==> src/rtl/z80_dram_pkg.sv <==
// z80_dram_pkg
// Shared types and constants for the Z80-to-DRAM arbiter bridge.
//   port_state_t : bridge FSM states (IDLE, REQ, WAITRD, DONE)
//   WADDR_W      : arbiter word-address width (21)
//   WDATA_W      : arbiter word-data width (16)
//   byte_lane()  : picks the byte of a 16-bit word addressed by byte-address bit 0
package z80_dram_pkg;

  localparam int WADDR_W = 21;
  localparam int WDATA_W = 16;

  typedef enum logic [1:0] {
    IDLE   = 2'd0,
    REQ    = 2'd1,
    WAITRD = 2'd2,
    DONE   = 2'd3
  } port_state_t;

  // Lane 0 is the low byte of the word and lane 1 is the high byte.
  function automatic logic [7:0] byte_lane(input logic [WDATA_W-1:0] word,
                                           input logic               sel);
    return sel ? word[15:8] : word[7:0];
  endfunction

endpackage

==> src/rtl/zport_wcache.sv <==
// zport_wcache
// One-entry 16-bit read cache for z80_dram_port (built only with WORD_CACHE_EN).
// Ports:
//   clk, rst_n      : system clock, asynchronous active-low reset (clears valid)
//   lookup_addr     : word address of the read being started
//   hit, hit_word   : tag match with valid entry, and the cached word
//   fill            : one-clock pulse loading fill_addr/fill_data and setting valid
//   wr_upd          : accepted write; updates the cached byte if wr_addr matches the tag
//   wr_addr, wr_bsel, wr_data : the accepted write's word address, lane and byte
module zport_wcache
  import z80_dram_pkg::*;
(
  input  logic               clk,
  input  logic               rst_n,
  input  logic [WADDR_W-1:0] lookup_addr,
  output logic               hit,
  output logic [WDATA_W-1:0] hit_word,
  input  logic               fill,
  input  logic [WADDR_W-1:0] fill_addr,
  input  logic [WDATA_W-1:0] fill_data,
  input  logic               wr_upd,
  input  logic [WADDR_W-1:0] wr_addr,
  input  logic               wr_bsel,
  input  logic [7:0]         wr_data
);

  logic [WADDR_W-1:0] tag_q;
  logic [WDATA_W-1:0] data_q;
  logic               valid_q;

  assign hit      = valid_q && (tag_q == lookup_addr);
  assign hit_word = data_q;

  // A fill replaces the whole entry; a write-through only touches the one byte
  // of a word that is already cached, so the entry never holds stale data.
  always_ff @(posedge clk or negedge rst_n) begin
    if (!rst_n) begin
      tag_q   <= '0;
      data_q  <= '0;
      valid_q <= 1'b0;
    end else if (fill) begin
      tag_q   <= fill_addr;
      data_q  <= fill_data;
      valid_q <= 1'b1;
    end else if (wr_upd && valid_q && (tag_q == wr_addr)) begin
      if (wr_bsel) data_q[15:8] <= wr_data;
      else         data_q[7:0]  <= wr_data;
    end
  end

endmodule

==> src/rtl/z80_dram_port.sv <==
// z80_dram_port
// Turns each Z80 byte memory cycle into one transaction on the arbiter's CPU
// port (16-bit words), holding the Z80 in WAIT until the transaction is done.
// Optional feature macro: WORD_CACHE_EN (one-entry read cache, zport_wcache).
// Ports:
//   clk, rst_n                 : system clock, asynchronous active-low reset
//   z_mreq_n, z_rd_n, z_wr_n   : clk-synchronised Z80 strobes
//   z_addr, z_dout             : mapped byte address, Z80 write data
//   z_din, z_wait_n            : read byte (held until the cycle ends), WAIT
//   cpu_req, cpu_rnw, cpu_addr, cpu_wrdata, cpu_wrbsel : request to the arbiter
//   cpu_stall, cpu_strobe, cpu_rddata                  : responses from the arbiter
module z80_dram_port
  import z80_dram_pkg::*;
(
  input  logic               clk,
  input  logic               rst_n,
  input  logic               z_mreq_n,
  input  logic               z_rd_n,
  input  logic               z_wr_n,
  input  logic [21:0]        z_addr,
  input  logic [7:0]         z_dout,
  output logic [7:0]         z_din,
  output logic               z_wait_n,
  output logic               cpu_req,
  output logic               cpu_rnw,
  output logic [WADDR_W-1:0] cpu_addr,
  output logic [7:0]         cpu_wrdata,
  output logic               cpu_wrbsel,
  input  logic               cpu_stall,
  input  logic               cpu_strobe,
  input  logic [WDATA_W-1:0] cpu_rddata
);

  port_state_t        state_q, state_d;
  logic               req_rnw_q;
  logic [WADDR_W-1:0] req_addr_q;
  logic [7:0]         req_wrdata_q;
  logic               req_bsel_q;

  logic               start;
  logic               start_rd;
  logic               accept;
  logic               fill;
  logic               cache_hit;
  logic [WDATA_W-1:0] cache_word;
  logic               take_hit;

  // Refresh cycles (MREQ with neither RD nor WR) never start a cycle; RD wins
  // if both strobes are low.
  assign start    = (state_q == IDLE) && !z_mreq_n && (!z_rd_n || !z_wr_n);
  assign start_rd = !z_rd_n;
  assign accept   = (state_q == REQ) && !cpu_stall;
  assign fill     = (state_q == WAITRD) && cpu_strobe;
  assign take_hit = start && start_rd && cache_hit;

`ifdef WORD_CACHE_EN
  zport_wcache u_wcache (
    .clk         (clk),
    .rst_n       (rst_n),
    .lookup_addr (z_addr[21:1]),
    .hit         (cache_hit),
    .hit_word    (cache_word),
    .fill        (fill),
    .fill_addr   (req_addr_q),
    .fill_data   (cpu_rddata),
    .wr_upd      (accept && !req_rnw_q),
    .wr_addr     (req_addr_q),
    .wr_bsel     (req_bsel_q),
    .wr_data     (req_wrdata_q)
  );
`else
  assign cache_hit  = 1'b0;
  assign cache_word = '0;
`endif

  // State register.
  always_ff @(posedge clk or negedge rst_n) begin
    if (!rst_n) state_q <= IDLE;
    else        state_q <= state_d;
  end

  // Next state. A cache hit skips the arbiter entirely; a posted write is
  // finished as soon as the arbiter accepts it.
  always_comb begin
    state_d = state_q;
    case (state_q)
      IDLE:    if (start) state_d = take_hit ? DONE : REQ;
      REQ:     if (!cpu_stall) state_d = req_rnw_q ? WAITRD : DONE;
      WAITRD:  if (cpu_strobe) state_d = DONE;
      DONE:    if (z_mreq_n) state_d = IDLE;
      default: state_d = IDLE;
    endcase
  end

  // Request registers are loaded only at cycle start so the arbiter sees a
  // frozen request however long it stalls.
  always_ff @(posedge clk or negedge rst_n) begin
    if (!rst_n) begin
      req_rnw_q    <= 1'b1;
      req_addr_q   <= '0;
      req_wrdata_q <= '0;
      req_bsel_q   <= 1'b0;
    end else if (start) begin
      req_rnw_q    <= start_rd;
      req_addr_q   <= z_addr[21:1];
      req_wrdata_q <= z_dout;
      req_bsel_q   <= z_addr[0];
    end
  end

  // Read byte to the Z80: loaded from the arbiter strobe or a cache hit and
  // otherwise held, so it stays stable through DONE.
  always_ff @(posedge clk or negedge rst_n) begin
    if (!rst_n)        z_din <= 8'hFF;
    else if (fill)     z_din <= byte_lane(cpu_rddata, req_bsel_q);
    else if (take_hit) z_din <= byte_lane(cache_word, z_addr[0]);
  end

  assign cpu_req    = (state_q == REQ);
  assign cpu_rnw    = req_rnw_q;
  assign cpu_addr   = req_addr_q;
  assign cpu_wrdata = req_wrdata_q;
  assign cpu_wrbsel = req_bsel_q;
  assign z_wait_n   = !((state_q == REQ) || (state_q == WAITRD));

endmodule
==> config.mk <==
export PLATFORM = sky130hd
export DESIGN_NAME = z80_dram_port
export DESIGN_NICKNAME = d
export VERILOG_FILES = /design/src/rtl/z80_dram_pkg.sv /design/src/rtl/zport_wcache.sv /design/src/rtl/z80_dram_port.sv
export SDC_FILE = /design/constraint.sdc
export NUM_CORES = 1
export LEC_CHECK = 0
export ABC_AREA = 1
export CORE_ASPECT_RATIO = 1.25
export CORE_MARGIN = 4
export CORE_UTILIZATION = 43
export CTS_CLUSTER_DIAMETER = 120
export DETAILED_ROUTE_END_ITERATION = 16
export GPL_TIMING_DRIVEN = 0
export PLACE_DENSITY = 0.83
export SYNTH_ARGS = -nofsm -noshare
export SYNTH_HDL_FRONTEND = slang
export SYNTH_SLANG_ARGS = --single-unit
==> constraint.sdc <==
create_clock -name clk -period 4.4 [get_ports clk]
set_clock_uncertainty 0.2 [all_clocks]
set_input_delay 0.66 -clock clk [delete_from_list [all_inputs] [get_ports clk]]
set_output_delay 0.66 -clock clk [all_outputs]
set_load 0.02 [all_outputs]
# Word-level counts from Yosys, hierarchy flattened
# Cells that the tools add are included.
# word_totals
ff_bits	41
latchBits	0
mem_bits_rw	0
romBits	0
inputBits	53
word_cells	31
n_memories	0
# op_classes
addsub	0
n_mul	0
div	0
order_cmp	0
eq_ne	7
shift	0
mux	7
bitwise_logic	0
reduce_logical	11
# op_table
operator	count
$mux W2	4
$mux W8	1
$ne A2 B2 Y1 const B	4
$pmux W2 S4	1
$eq A2 B2 Y1 const B	2
$logic_not A1 Y1	4
$reduce_and A4 Y1	1
$logic_and A1 B1 Y1	3
$eq A2 B1 Y1 const B	1
$logic_not A2 Y1	1
$logic_or A1 B1 Y1	2
$mux W1	1

# Logic depth before layout (Yosys ltp)
# Gate-level depths: netlist of run 1.
# logic_depth
ltp_word	5
depth_mapped	8
depth_no_buf	8

# Least setup slack after synthesis of run 1
# No wires, ideal clock.
# synth_timing
path_kind	reg2out
start	register state_q[0]
end	output z_wait_n
t_arrival_ns	0.921
slack_ns	2.619
path_stages_with_launch	4
path_buffers	0
cell_sequence	dfrtp_1 > inv_1 > ha_1 > inv_1
# synth_between
elab_chain_len	3
# synth_rtl
item	line	rtl
from (decl)	z80_dram_port.sv:34	port_state_t state_q, state_d;
from (signal assigned)	z80_dram_port.sv:79	else state_q <= state_d;
$eq A2 B1 Y1 or $eq A2 B2 Y1 (tied branches)	z80_dram_port.sv:124	assign z_wait_n = !((state_q == REQ) || (state_q == WAITRD));
$logic_or A1 B1 Y1 *	z80_dram_port.sv:124	
$logic_not A1 Y1 *	z80_dram_port.sv:124	
to (decl)	z80_dram_port.sv:23	output logic z_wait_n,
# Mark *: on every way between the ends. The rest lies on a longest branch, timed or not.

# Worst setup path in the final report of run 1
# Same ends and word-level chain as after synthesis.

==> flow_metrics.py, run 1 <==
metrics = {
    "setup_path": {
        "cp_max_fo": 5,
        "cp_data_required_time_ns": 3.54,
        "crit_path_end_kind": "primary output",
        "start_kind": "register",
        "arrival_ns": 1.83,
        "crit_type": "reg -> out",
    },
    "global_routing": {
        "overflow": 0,
        "grt_max_degree": 42,
        "antenna_found_initial": 0,
        "grtUsageTotal_pct": 17.61,
        "grt_pass1_vias": 1682,
        "grt_pass1_wl_um": 7383,
    },
    "power_and_ir_drop": {
        "p_int_uw": 1215,
        "swShare_pct": 39.71,
        "power_frac_seq_pct": 33.9,
        "power_density_nw_per_um2": 680.7,
        "p_leak_uw": 0.001426,
        "power_frac_comb_pct": 54.7,
        "peakVddDrop_mv": 0.2946,
        "power_switching_uw": 800.2,
        "p_clk_share_pct": 11.3,
    },
    "place": {
        "hpwl_um": 3463,
        "gp_congestion": 0.7399,
        "portBuffers": 93,
        "dpl-instance-area_um2": 2878,
    },
    "sta": {
        "finalSetupViolCount": 0,
        "slew_violations": 0,
        "fmax_ghz": 0.3717,
        "slew_headroom_pct": 39.93,
        "finalSetupTns_ns": 0,
        "finalCriticalPeriod_ns": 2.691,
        "finalCritPeriodShare_pct": 61.15,
        "hold_ws_ns": 0.2808,
        "tightestPinTransition_ns": 0.9011,
        "grt_setup_unrepaired": "false",
        "finalHoldViolCount": 0,
    },
    "synth": {
        "ys_warn_count": 0,
        "synth_area_um2": 1882,
        "ys_async_sr_fraction_pct": 100.0,
        "synth_seq_cells": 41,
        "synthFlopType": "dfrtp_1",
        "synth_edf_count": 0,
        "yosysSeqAreaShare_pct": 55.12,
        "syn-num-nets": 260,
        "synth_cell_types": 18,
        "postSynthAreaPerCell_um2": 9.316,
        "synthCells": 202,
    },
    "cells_and_area": {
        "n_fill_cell": 355,
        "drive_gt1_share_pct": 15.51,
        "final-seq-area_um2": 1037,
        "fin_nets": 360,
        "final_area_um2": 2960,
        "diodes": 0,
        "multi_input_area_um2": 644.4,
        "areaGrowthSynthToFinish_pct": 57.31,
    },
    "run_status": {
        "status": "completed",
    },
    "clock_network": {
        "htreeDepth": 2,
        "cts_buffer_depth": 2,
        "cts_tree": "built",
        "post_cts_buffers": 0,
        "cts-resized-gates": 0,
        "clk_pin_slew_worst_paths_ns": 0.07,
        "cts.sinks": 41,
        "cts_root_buf": "clkbuf_8",
        "postCtsHoldBufs": 0,
        "cts-buffers-inserted": 5,
        "clk_latency_ns": 0.28,
    },
    "die": {
        "num_io_pins": 94,
        "core-area_um2": 4164,
        "die_h_um": 81.96,
        "dieWidth_um": 67.17,
        "die-area_um2": 5505,
        "core.rowCount": 26,
        "initial_core_util_pct": 45.19,
    },
    "route": {
        "wirelength_um": 4479,
        "dr.first_iter.drc_count": 48,
        "postRouteAntennaNets": 0,
        "viasPerCell": 4.574,
        "vias": 1642,
        "drt_pass1_iterations": 4,
        "drc": 0,
        "wl_per_cell_um": 12.48,
    },
    "job": {
        "drv_cap": 0,
    },
    "min_path": {
        "hp-class": "reg -> reg",
    },
}
-- state kept, by name, indices dropped and copies added (netlist names) --
signal,flops
cpu_addr,21
cpu_rnw,1
z_din,8
cpu_wrbsel,1
cpu_wrdata,8
state_q,2
-- layout make-up --
cell class                 count  area share [%]
multi-input combinational    118           21.77
buffer                         7           2.198
clock inverter                 2          0.3381
tap                           56           2.367
sequential                    41           35.04
timing repair buffer          93           31.28
inverter                      36           4.565
clock buffer                   6           2.451
-- final timing paths --
kind / endpoint / depth (start not counted) / slack (ns) / start
setup / recovery: z_wait_n / 4 / 1.71 / state_q[0]$_DFFE_PN0P_
hold / removal: cpu_wrdata[2]$_DFFE_PN0P_ / 2 / 0.28 / cpu_wrdata[2]$_DFFE_PN0P_
setup reg to reg: cpu_addr[13]$_DFFE_PN0P_ / 6 / 2.75 / state_q[0]$_DFFE_PN0P_
hold reg to reg: cpu_wrdata[2]$_DFFE_PN0P_ / 2 / 0.28 / cpu_wrdata[2]$_DFFE_PN0P_
max in group asynchronous: cpu_wrdata[2]$_DFFE_PN0P_ / 1 / 3.13 / rst_n
min in group asynchronous: cpu_addr[12]$_DFFE_PN0P_ / 1 / 0.30 / rst_n
-- per-layer routing --
layer / GRT usage (%) / up-vias / wire (um)
met1: 19.24 / 753 / 1782
li1: - / 825 / -
met2: 31.47 / 62 / 2250
met4: 4.462 / 0 / 14
met5: 0 / - / 0
met3: 6.977 / 2 / 431
-- logic make-up (layout without fill, tap and decap cells) --
| family | count (synthesis) | after routing | synth area share, % |
|---|---|---|---|
| simple gates | 65 | 65 | 14.16 |
| compound gates | 48 | 48 | 16.76 |
| buf+inv | 43 | 144 | 10.64 |
| flops | 41 | 41 | 55.12 |
| fa+ha+maj | 5 | 5 | 3.324 |
-- critical path, cell delays in order, from the launching register on --
cell             delay, ns
dfrtp_1               0.44
inv_1                 0.12
ha_1                  0.33
inv_1                 0.06
clkdlybuf4s50_1       0.60
-- power by group through the flow --
stage | combinational (uW) | sequential (uW) | clock [uW]
after global routing | 1200 | 707 | 255
after global placement | 1100 | 681 | 0
after detailed placement | 1120 | 689 | 0
after floorplan | 401 | 895 | 0
after CTS | 1120 | 684 | 239
final | 1100 | 684 | 228
-- cell usage in the layout (no fill, tap or decap), drive strengths merged --
cell,count
clkdlybuf4s50,92
nand2,50
inv,36
dfrtp,32
o21ai,30
a21oi,18
nor2,11
dfstp,9
buf,8
clkbuf,6
ha,5
nand3,3
clkinv,2
nand3b,1
-- synthesized netlist by cell type, types with 2 or more instances --
cell	n	area (um^2)
nand3_1	2	10.01
dfrtp_1	32	800.8
nand2_1	49	183.9
o21ai_2	19	166.4
inv_1	35	131.4
o21ai_1	11	55.05
ha_1	5	62.56
buf_6	4	45.04
nor2_1	11	41.29
a21oi_1	17	85.08
buf_4	2	15.01
dfstp_2	9	236.5
-- through the flow --
step	worst slack (ns)	power, uW	std cells	utilization [%]
floorplan	2.619	1296	202	-
global placement	1.470	1776	351	69.23
detailed placement	2.019	1807	351	69.11
CTS	1.699	2044	359	71.09
global route	1.653	2167	359	71.09
finish	1.709	2015	359	71.09
(Power assumes the default switching activity.)
==> run 2: changes to the inputs <==
CORE_UTILIZATION = 40   (was 43)
PLACE_DENSITY = 0.78   (was 0.83)
clock period = 2.55 ns   (was 4.4 ns; I/O delays follow)
==> run 2 against run 1 <==
Utilization fell by 3.7 points. Clock power increased by 130%. First-iteration DRC count is 29% higher. Global-route usage is 1.4 points lower. Non-clock buffer count increased by 2. Power increased by 80%. Critical endpoint unchanged. Die area increased by 6.7%. Routed wire length is 2.4% higher.
==> flow_metrics.py, run 2 (synthesis results as in run 1) <==
metrics = {
    "die": {
        "dieWidth_um": 69.35,
        "core.rowCount": 27,
        "die_h_um": 84.69,
        "num_io_pins": 94,
        "initial_core_util_pct": 41.88,
        "core-area_um2": 4493,
        "die-area_um2": 5873,
    },
    "setup_path": {
        "start_kind": "register",
        "cp_data_required_time_ns": 1.97,
        "crit_path_end_kind": "primary output",
        "cp_max_fo": 5,
        "crit_type": "reg -> out",
        "arrival_ns": 1.80,
    },
    "route": {
        "vias": 1634,
        "wl_per_cell_um": 12.64,
        "drc": 0,
        "wirelength_um": 4587,
        "dr.first_iter.drc_count": 62,
        "viasPerCell": 4.501,
        "drt_pass1_iterations": 5,
        "postRouteAntennaNets": 0,
    },
    "cells_and_area": {
        "areaGrowthSynthToFinish_pct": 60.84,
        "fin_nets": 362,
        "drive_gt1_share_pct": 15.74,
        "diodes": 0,
        "final_common_cell": "clkdlybuf4s50_1",
        "n_fill_cell": 380,
        "final_cell_mix": "clkdlybuf4s50_1, nand2_1, inv_1",
        "largest_reg_flops": 21,
    },
    "sta": {
        "finalHoldViolCount": 0,
        "finalSetupViolCount": 0,
        "fin_ws_ns": 0.1705,
        "slew_violations": 0,
        "grt_setup_unrepaired": "false",
        "finalSetupTns_ns": 0,
        "slew_headroom_pct": 83.25,
        "fmax_ghz": 0.4202,
        "finalCritPeriodShare_pct": 93.32,
        "finalCriticalPeriod_ns": 2.380,
        "tightestPinTransition_ns": 0.2510,
    },
    "power_and_ir_drop": {
        "peakVddDrop_mv": 0.8726,
        "power_density_nw_per_um2": 1197,
        "p_leak_uw": 0.001453,
    },
    "clock_network": {
        "htreeDepth": 2,
        "cts_root_buf": "clkbuf_8",
        "clk_latency_ns": 0.29,
        "clk_pin_slew_worst_paths_ns": 0.08,
        "cts-resized-gates": 0,
        "cts.sinks": 41,
        "cts_tree": "built",
        "cts-buffers-inserted": 5,
        "cts_buffer_depth": 2,
    },
    "global_routing": {
        "overflow": 0,
        "antenna_found_initial": 0,
        "grtUsageTotal_pct": 16.19,
        "grt_pass1_wl_um": 7700,
        "grt_pass1_vias": 1641,
        "grt_max_degree": 40,
    },
    "run_status": {
        "status": "completed",
    },
    "place": {
        "place_ws_ns": 0.4714,
        "portBuffers": 93,
        "gp_congestion": 0.7840,
        "hpwl_um": 3560,
    },
    "job": {
        "drv_cap": 0,
    },
    "min_path": {
        "hp-class": "in -> async",
    },
}
[run 2: changes by cell type in the layout (fill, tap and decap cells not counted)]
cell | before | now
clkbuf_8 | 5 | 6
clkinv_2 | 2 | 0
dlygate4sd3_1 | 0 | 1
bufinv_16 | 0 | 1
buf_12 | 0 | 1
[run 2: layer usage]
metal	GRT usage, %	part of all wire [%]	up-vias
met5	0	0	-
met4	4.263	1.2	0
met3	5.988	7.4	5
met2	27.69	51	63
met1	19.12	40	741
li1	-	-	825
[run 2: report_power, final]
part / switching [uW] / internal (uW) / total (uW) / leakage, uW
combinational: 1010 / 903 / 1910 / 0.000902
sequential: 168 / 1010 / 1180 / 0.000493
clock: 214 / 319 / 533 / 0.0000585
total: 1390 / 2230 / 3620 / 0.00145
[run 2: final cells by class]
type,instances,area (um^2),share of cell area (%)
sequential,41,1037,34.27
timing repair buffer,95,955.9,31.58
multi-input combinational,118,644.4,21.29
inverter,36,135.1,4.465
clock buffer,7,86.33,2.852
tap,58,72.57,2.398
buffer,7,65.06,2.150
clock inverter,1,30.03,0.9921
[run 2: path summary, 6_finish.rpt]
kind | from | end | slack [ns] | cells past startpoint
max | state_q[0]$_DFFE_PN0P_ | z_wait_n | 0.17 | 4
min | rst_n | cpu_addr[13]$_DFFE_PN0P_ | 0.23 | 2
max reg2reg | state_q[0]$_DFFE_PN0P_ | z_din[3]$_DFFE_PN1P_ | 0.91 | 6
min reg2reg | cpu_addr[13]$_DFFE_PN0P_ | cpu_addr[13]$_DFFE_PN0P_ | 0.28 | 2
max in group asynchronous | rst_n | z_din[0]$_DFFE_PN1P_ | 1.45 | 3
min in group clk | cpu_addr[13]$_DFFE_PN0P_ | cpu_addr[13]$_DFFE_PN0P_ | 0.28 | 2
[run 2: worst max-delay path: stages, from the launching register on]
cell             delay [ns]
dfrtp_1                0.42
inv_1                  0.11
ha_1                   0.32
inv_1                  0.06
clkdlybuf4s50_1        0.59
[run 2: through the flow]
step	cell area, um^2	hold slack, ns	util (%)	instances	power (uW)
after floorplan	1882	-0.1131	-	202	2237
after global placement	2885	0.2645	64.22	353	3070
after detailed placement	2900	-0.002595	64.55	354	3133
after CTS	3027	0.2047	67.36	363	3680
after global routing	3027	0.2211	67.36	363	3864
final	3027	0.2287	67.36	363	3624
[run 2: timing repair]
action,in CTS,in global routing
endpoints found under the hold margin,32,0
hold buffers,1,0
setup buffers,0,0
